[src/rtl/outer_in_fifo_adapter.sv]
// outer_in_fifo_adapter: command-driven FIFO bridge from the outer input stream to a hub input port
module outer_in_fifo_adapter #(
    parameter int W = 64,
    parameter int LEN_BITS = 15,
    parameter int DEPTH = 4
) (
    input  logic                clk,
    input  logic                rst,
    input  logic [LEN_BITS-1:0] cmd,
    input  logic                cmd_isReady,
    output logic                cmd_canReceive,
    input  logic [W-1:0]        o__in,
    input  logic                o__in_isReady,
    output logic                o__in_canReceive,
    output logic [W-1:0]        h__in,
    output logic                h__in_isReady,
    input  logic                h__in_canReceive,
    output logic                h__in_isLast_in,
    input  logic                h__in_isLast_out,
    output logic [LEN_BITS-1:0] count,
    output logic                busy
);
    localparam int AW = $clog2(DEPTH);
    typedef enum logic [1:0] {IDLE, RUN_CNT, RUN_AUTO} state_t;
    state_t state, stateNext;
    logic [W-1:0] mem [DEPTH];
    logic [AW-1:0] rdPtr, wrPtr;
    logic [AW:0] occ;
    logic [LEN_BITS-1:0] size;
    logic [LEN_BITS:0] pending;
    logic run, limit, push, pop, cmdAcc;
    always_comb begin
        run = state != IDLE;
        pending = {1'b0, count} + (LEN_BITS + 1)'(occ);
        limit = state == RUN_AUTO || pending < {1'b0, size};
        cmd_canReceive = !run;
        busy = run;
        // occ[AW] is set only when the FIFO holds exactly DEPTH words
        o__in_canReceive = run && !occ[AW] && limit;
        h__in_isReady = run && occ != '0;
        h__in = h__in_isReady ? mem[rdPtr] : '0;
        h__in_isLast_in = state == RUN_CNT && h__in_isReady && count == size - LEN_BITS'(1);
        cmdAcc = cmd_isReady && cmd_canReceive;
        push = o__in_isReady && o__in_canReceive;
        pop = h__in_isReady && h__in_canReceive;
        stateNext = state;
        if (state == IDLE && cmdAcc)
            stateNext = cmd != '0 ? RUN_CNT : RUN_AUTO;
        else if (pop && (h__in_isLast_in || (state == RUN_AUTO && h__in_isLast_out)))
            stateNext = IDLE;
    end
    always_ff @(posedge clk) begin
        if (!rst) begin
            state <= IDLE;
            rdPtr <= '0;
            wrPtr <= '0;
            occ <= '0;
            size <= '0;
            count <= '0;
        end else begin
            state <= stateNext;
            wrPtr <= wrPtr + AW'(push);
            rdPtr <= rdPtr + AW'(pop);
            occ <= occ + (AW + 1)'(push) - (AW + 1)'(pop);
            if (cmdAcc) begin
                size <= cmd;
                count <= '0;
            end else if (pop) begin
                count <= count + LEN_BITS'(1);
            end
        end
    end
    always_ff @(posedge clk)
        if (push) mem[wrPtr] <= o__in;
endmodule
[config.mk]
export PLATFORM = sky130hd
export DESIGN_NAME = outer_in_fifo_adapter
export DESIGN_NICKNAME = d
export VERILOG_FILES = /design/src/rtl/outer_in_fifo_adapter.sv
export SDC_FILE = /design/constraint.sdc
export NUM_CORES = 1
export LEC_CHECK = 0
export ABC_AREA = 0
export CORE_AREA = 4 4 150 152
export DETAILED_ROUTE_END_ITERATION = 16
export DIE_AREA = 0 0 154 156
export DONT_BUFFER_PORTS = 1
export HOLD_SLACK_MARGIN = 0.02
export PLACE_DENSITY = 0.72
export SLEW_MARGIN = 40
export SYNTH_ARGS = -nofsm -noshare
export SYNTH_HDL_FRONTEND = slang
export SYNTH_SLANG_ARGS = --single-unit
[constraint.sdc]
create_clock -name clk -period 13.18 [get_ports clk]
set_input_delay 2.636 -clock clk [delete_from_list [all_inputs] [get_ports clk]]
set_output_delay 2.636 -clock clk [all_outputs]
set_load 0.03 [all_outputs]
==> impl_results.md, run 1 <==
* Crit path capture type: output pin
* Commonest non-fill, non-tap cell in the layout: edfxtp_1
* Filler instances at 1438
* Leakage at around 4.5 nW
* Wire length per cell at around 23 um
* Via Count at roughly 6600
* Compound-cell area share of the yosys netlist at between 3 and 4%
* Setup tns final at 0 ps
* Nets@finish at approximately 880
* DR iter-0 viols at between 300 and 400
* RSZ-0062 raised after global routing: no
* Max IR drop VDD at approximately 0.14 mV
* Xor and xnor fraction of the mapped netlist area at between 3 and 4%
* Routability cong. at 0.987
* Worst-Margin Slew at 775 ps
* Post-CTS Repair Setup Buffers at 0
* Area leader, netlist: edfxtp_1
* Max cap viols at 0
* Grt ovf at 0
* Area delta synth->final at 10.3%
* Clk sinks at roughly 300
* Power per cell area at 149 nW/um2
* Largest family of logic cells by synthesized area: multiplexers
* Max transition margin at 48.1%
* Ys async rst share at 0%
* Worst Path Required at about 11000 ps
* Final worst path period need at ~7000 ps
* Max Slew Vio Count at 0
* Core Region at between 20000 and 25000 um2
* Starting Density at roughly three fifths
* Top cell type's share of synthesized area at slightly above 60%
* Register area at 8480 um2
* Vias in the first global route at between 6000 and 7000
* Global Route Usage Sum at about a fifth
* Critical Path AT at between 4000 and 5000 ps
* Syn Area/Cell at roughly 16 um2
* First-pass GRT wire length at around 39000 um
* Final count of negative-setup-slack endpoints at 0
* CTS H-tree lvls at 1
* Max clock buf depth at 3
* Share of post-route cells with drive strength above 1 at about 16%
* Worst Hold Class: reg2reg
* IO buf count at 0
* Unique masters post-synth at 53
* # hold bufs at CTS at 0
* Post-synth top flop: edfxtp_1
* Initial antenna violation count at 0
* Crit share post-route at between 50% and 60%
* Max Freq at between 100 and 150 MHz
* Routed WL at 24900 um
* Sequential-to-total area share from yosys stat at about two thirds
* Post-synth EDFFs at 256
* YS warnings at 0
* Post-Syn Instances at between 700 and 800
* Footprint of the multi-input gates at around 3900 um2
* Multiplexer share of the synthesized area at between 10% and 20%
* I/O pins at around 170
* Vias per inst at around 6
* Final Hold Fails at 0
* Total power at around 2.1 mW
* Final HPWL DP at between 15000 and 20000 um
* Die area at between 20000 and 25000 um2
* First-pass DRT Iterations at 5
* Worst Skew at approximately 22 ps
* Cts repair resizes at 0
* WS Path Type: reg2out
* Critical path startpoint category: register
* Post-Syn Area at roughly 13000 um2
* Clk slew on worst S/H paths at roughly 60 ps
* Later-pin clock latency in the skew report at 560 ps
* Post-synthesis adder-cell area fraction at approximately 2.6%
* Row count at between 50 and 60
* Worst-path maximum fanout at 6
* Synth top area cells: edfxtp_1 61%, mux4_2 12%, dfxtp_1 6.2%, and2_1 3.8%, ha_1 2.3%
* Post-Synth Simple-Gate Area at a little under a tenth
* CTS tree: built
* Routed Antenna Nets at 0
* Core Util, Final at about two thirds
* Root Buffer: clkbuf_16
* # diodes at 0
* Largest net degree at the start of global routing at 66
* Synth Net Count at ~900
* Outcome: finished clean
* Die Width at roughly 150 um
* Commonest cells after routing, fill and taps aside: 256 x edfxtp_1, 76 x and2_1, 64 x mux4_2
* Yosys reg bits at between 200 and 300
* Detailed-route DRC error count at 0
* CTS Buf Count at 30
* Height of the die at roughly 160 um
## kinds of logic (layout without fill, tap and decap cells)
| logic type | after synthesis | after routing |
|---|---|---|
| compound gates | 65 | 65 |
| xor+xnor | 43 | 43 |
| fa+ha+maj | 25 | 25 |
| buf+inv | 65 | 91 |
| flops | 295 | 295 |
| mux | 67 | 67 |
| simple gates | 212 | 212 |
## flip-flops by register name, summed over array words and instances, names as in the netlist
name	count
mem	256
count	15
size	15
occ	3
rdPtr	2
state	2
wrPtr	2
## worst paths after layout
kind | start | depth (start not counted) | end | slack (ps)
max reg2reg | count[0] | 21 | occ[1] | 8090
min | size[14] | 2 | size[14] | 500
max | count[0] | 15 | o__in_canReceive | 6180
min reg2reg | size[14] | 2 | size[14] | 500
## synthesized netlist by cell type, types with 2 or more instances
cell type	n
o21ai_0	10
or3_1	5
clkbuf_1	27
a211oi_1	3
inv_1	28
and3_1	3
o21a_1	4
edfxtp_1	256
ha_1	23
xnor2_1	24
mux4_2	64
and2_1	76
nand4_1	8
nor3_1	7
nor3b_1	2
mux2i_1	3
nor4b_1	2
dfxtp_1	39
a21boi_0	15
o211ai_1	2
a21oi_1	11
nor2_1	27
nor2b_1	5
nand2_1	51
nand2b_1	2
fa_1	2
xor2_1	19
buf_2	9
nand3_1	7
nor4_1	7
and4_1	3
a21o_1	7
## per-stage QoR
| stage | instance area, um2 | hold WS [ps] | setup WS (ps) | instances |
|---|---|---|---|---|
| after floorplan | 12500 | 468 | 3080 | 772 |
| after global placement | 12800 | 487 | 6630 | 1016 |
| after detailed placement | 12900 | 489 | 6800 | 1017 |
| after CTS | 13800 | 503 | 6200 | 1073 |
| after global routing | 13800 | 524 | 5970 | 1073 |
| final | 13800 | 504 | 6180 | 1073 |
## cell type report
| type | instances | share of cell area [%] |
|---|---|---|
| Clock buffer | 37 | 5.70 |
| Clock inverter | 19 | 1.19 |
| Inverter | 28 | 0.761 |
| Multi-Input combinational cell | 412 | 27.9 |
| Sequential cell | 295 | 61.4 |
| Timing Repair Buffer | 7 | 0.607 |
| Tap cell | 275 | 2.49 |
## power by group
part | internal, mW | leakage [nW] | switching [mW]
clock | 0.464 | 0.465 | 0.334
sequential | 1.04 | 2.63 | 0.0165
combinational | 0.0746 | 1.44 | 0.131
## routing by layer
metal	vias to the layer above	GRT usage, %	wire length (um)
li1	2944	-	-
met5	-	0	0
met3	34	6.16	1940
met2	219	36.1	12900
met4	0	6.06	529
met1	3366	26.0	9510
## worst max-delay path: stages, from the launching register on
cell      delay (ps)
dfxtp_1          650
ha_1             260
inv_1             60
fa_1             390
inv_1             70
a21o_1           140
nand2_1          150
nor2_1           210
nand4_1          130
xnor2_1          180
ha_1             310
nand3_1          100
nor3_1           200
o211ai_1         140
o221ai_2         500
inv_1            330
(Power assumes the default switching activity.)
==> inputs of run 2 (changes only) <==
ABC_AREA = 1   (was 0)
CORE_AREA = 4 4 151 153   (was 4 4 150 152)
DIE_AREA = 0 0 155 157   (was 0 0 154 156)
clock period = 7.1 ns   (was 13.18 ns; I/O delays follow)
==> run 2 against run 1 <==
Against the previous run: clock skew decreased by 6.2 ps; largest cell class unchanged; largest power group unchanged; flip-flop and latch count unchanged; die area increased by 1.3%; clock power increased by 75%; wire length increased by 11%.
==> impl_results.md, run 2 <==
* Worst-Margin Slew at 826 ps (was 775 ps)
* Leakage at 5.04 nW (was 4.53 nW)
* CP delay by family, top: compound AO/OA/AOI/OAI gates (was adder cells)
* Worst Path Required at 5680 ps (was 10540 ps)
* Sequential-to-total area share from yosys stat at 66.4% (was 67.6%)
* Buf+Inv Stages, Crit Path at 2 (was 3)
* CTS H-tree lvls at 1 (unchanged)
* First-pass DRT Iterations at 7 (was 5)
* Crit path capture type: output pin (unchanged)
* Die Width at 155 um (was 154 um)
* RSZ-0062 raised after global routing: no (unchanged)
* # diodes at 0 (unchanged)
* # hold bufs at CTS at 0 (unchanged)
* Syn Area/Cell at 10.6 um2 (was 16.2 um2)
* Final worst path period need at around 5700 ps
* Routed Antenna Nets at 0 (unchanged)
* Vias per inst at 5.65 (was 6.12)
* Commonest cells after routing, fill and taps aside: 298 x nor2_1, 256 x edfxtp_1, 151 x o21ai_0 (was 256 x edfxtp_1, 76 x and2_1, 64 x mux4_2)
* Clock group share of total power at 37.7% (was 38.7%)
* Reg2reg start: count[1] (was count[0])
* Worst Skew at 16.1 ps (was 22.3 ps)
* Top cell type's share of synthesized area at 60.3% (was 61.4%)
* Clk slew on worst S/H paths at 60 ps (about the same)
* Synth top area cells: edfxtp_1 60%, nor2_1 8.9%, dfxtp_1 6.1%, o21ai_0 5.9%, a21oi_1 3.8% (was edfxtp_1 61%, mux4_2 12%, dfxtp_1 6.2%, and2_1 3.8%, ha_1 2.3%)
* Most flops, register: mem (unchanged)
* Post-Layout Cell Count at 1484 (was 1073)
* Cell count of the worst hold path at 2 (unchanged)
* Top flop regs: mem: 256 flops, count: 15 flops, size: 15 flops (unchanged)
* Row count at 54 (was 53)
* Sw Share at 25.1% (was 23.3%)
* Final Hold Fails at 0 (unchanged)
* Ys async rst share at 0% (unchanged)
* Critical path startpoint category: register (unchanged)
* First-pass GRT wire length at 42900 um (was 39300 um)
* Detailed-route DRC error count at 0 (unchanged)
* CTS tree: built (unchanged)
* P_int at 2.79 mW (was 1.58 mW)
* Levels on crit path at 13 (was 15)
* Area delta synth->final at 9.33% (was 10.3%)
* Post-CTS Repair Setup Buffers at 0 (unchanged)
* WS Path Type: reg2out (unchanged)
* Later-pin clock latency in the skew report at 550 ps (was 560 ps)
* Post-Syn Instances at 1197 (was 772)
* YS warnings at 0 (unchanged)
* Final WS setup at 1360 ps (was 6180 ps)
* Post-Syn Area at 12700 um2 (was 12500 um2)
* Register share of total power at 52.6% (was 51.4%)
* Synth Net Count at 1307 (was 882)
* Worst-path maximum fanout at 6 (unchanged)
* Combinational share of power at 9.7% (was 10.0%)
* DR iter-0 viols at 520 (was 398)
* Yosys reg bits at 295 (unchanged)
* Power per cell area at 267 nW/um2 (was 149 nW/um2)
* Register area at 8470 um2 (was 8480 um2)
* Crit share post-route at roughly 80%
* Max IR drop VDD at 0.284 mV (was 0.136 mV)
* Max clock buf depth at 3 (unchanged)
* IO buf count at 0 (unchanged)
* Height of the die at 157 um (was 156 um)
* Routed WL at 27600 um (was 24900 um)
* Footprint of the multi-input gates at 3830 um2 (was 3850 um2)
* Most common cell in the synthesized netlist: nor2_1 (was edfxtp_1)
* Via Count at 8384 (was 6563)
* Commonest non-fill, non-tap cell in the layout: nor2_1 (was edfxtp_1)
* Max Slew Vio Count at 0 (unchanged)
* Cell total after placement at 1431 (was 1017)
* Max cap viols at 0 (unchanged)
* Crit-path slowest cell: dfxtp_1 (unchanged)
* Cts repair resizes at 0 (unchanged)
* Die area at 24300 um2 (was 24000 um2)
* Global Route Usage Sum at 22.1% (was 20.9%)
* Setup tns final at 0 ps (unchanged)
* Post-synth top flop: edfxtp_1 (unchanged)
* Reg2reg path depth at 16 (was 21)
* Nets@finish at 1293 (was 884)
* Largest net degree at the start of global routing at 79 (was 66)
* Vias in the first global route at 8199 (was 6971)
* Clk sinks at 295 (unchanged)
* Grt ovf at 0 (unchanged)
* Worst path cell trace: inv_1 -> fa_1 -> o21ai_0 -> nand2_1 -> nor3_1 -> nand3_1 -> xnor2_1 -> ha_1 -> a21oi_1 -> o211ai_1 -> inv_1 -> nand2_1 -> a21boi_1 (was ha_1 -> inv_1 -> fa_1 -> inv_1 -> a21o_1 -> nand2_1 -> nor2_1 -> nand4_1 -> xnor2_1 -> ha_1 -> nand3_1 -> nor3_1 -> o211ai_1 -> o221ai_2 -> inv_1)
* Starting Density at 59.1% (was 59.6%)
* Outcome: finished clean (unchanged)
* CTS Buf Count at 30 (unchanged)
* Area leader, netlist: edfxtp_1 (unchanged)
* CP Launch Point: count[1] (was count[0])
* Final count of negative-setup-slack endpoints at 0 (unchanged)
* Final HPWL DP at 17100 um (was 15900 um)
* Switching power at 0.934 mW (was 0.481 mW)
* Max Freq at roughly 170 MHz
* Most frequent cells after synthesis: 302 x nor2_1, 256 x edfxtp_1, 151 x o21ai_0 (was 256 x edfxtp_1, 76 x and2_1, 64 x mux4_2)
* Unique masters post-synth at 40 (was 53)
* Max transition margin at 45.1% (was 48.1%)
* Post-synth EDFFs at 256 (unchanged)
* Wire length per cell at 18.6 um (was 23.2 um)
* Root Buffer: clkbuf_16 (unchanged)
* Critical Path AT at 4320 ps (was 4360 ps)
* Filler instances at 1665 (was 1438)
* Initial antenna violation count at 0 (unchanged)
* Share of post-route cells with drive strength above 1 at 6.56% (was 15.9%)
* I/O pins at 169 (unchanged)
* Routability cong. at 0.894 (was 0.987)
* Worst Min Path Start: size[13] (was size[14])
* Post-Place Setup Slack at 1960 ps (was 6800 ps)
* Worst Hold Class: reg2reg (unchanged)
* Core Region at 21600 um2 (was 21000 um2)
* Core Util, Final at 64.7% (was 65.7%)
* CP peak stage delay at 620 ps (was 650 ps)
* Largest register FFs at 256 (unchanged)
* Hold Slack at 516 ps (was 504 ps)
==> run 2: cell types whose count changed in the layout (fill, tap and decap cells not counted), moves of 47 or more <==
cell | previous run | this run
a21oi_1 | 11 | 98
and2_1 | 76 | 0
mux4_2 | 64 | 0
nand2_1 | 51 | 98
nor2_1 | 26 | 298
o21ai_0 | 10 | 151
==> run 2: logic make-up (layout without fill, tap and decap cells) <==
kind of cell    count (synthesis)  after routing  share of synthesized area, %
compound gates                256            256                          10.2
xor+xnor                       34             34                          2.34
fa+ha+maj                      25             25                          2.57
buf+inv                       130            137                          3.85
flops                         295            295                          66.4
simple gates                  457            457                          14.7
==> run 2: stage by stage <==
stage	area (um2)	power, mW
detailed placement	13100	2.36
CTS	13900	3.76
finish	13900	3.72
global placement	13000	2.34
floorplan	12700	2.27
global route	13900	3.87
==> run 2: path summary, 6_finish.rpt <==
path                       to  slack (ps)
max          o__in_canReceive        1360
max reg2reg        mem[2][10]        2070
min                  size[13]         520
min reg2reg          size[13]         520
==> run 2: routing by layer <==
layer / wire length, um / vias up / GRT usage [%]
met2: 13700 / 244 / 38.1
met1: 11000 / 4020 / 27.3
met4: 636 / 0 / 6.18
met5: 0 / - / 0
met3: 2320 / 46 / 6.68
li1: - / 4074 / -
==> run 2: tightest hold or removal path, cell delays in order, from the launching register on <==
cell	delay, ps
dfxtp_1	330
inv_1	80
a21oi_1	60
==> run 2: final cells by class <==
class                      count  share of cell area [%]
clock buffer                  32                    5.44
clock inverter                21                   0.880
inverter                      71                    1.93
multi-input combinational    772                    27.5
sequential                   295                    60.8
tap                          280                    2.51
timing repair buffer          13                   0.979
==> run 2: power groups by stage <==
stage / Combinational [mW] / Clock [mW] / Sequential, mW
after floorplan: 0.287 / 0 / 1.99
after global placement: 0.347 / 0 / 1.99
after detailed placement: 0.363 / 0 / 2.00
final: 0.361 / 1.40 / 1.96
after CTS: 0.365 / 1.43 / 1.96
after global routing: 0.403 / 1.51 / 1.96
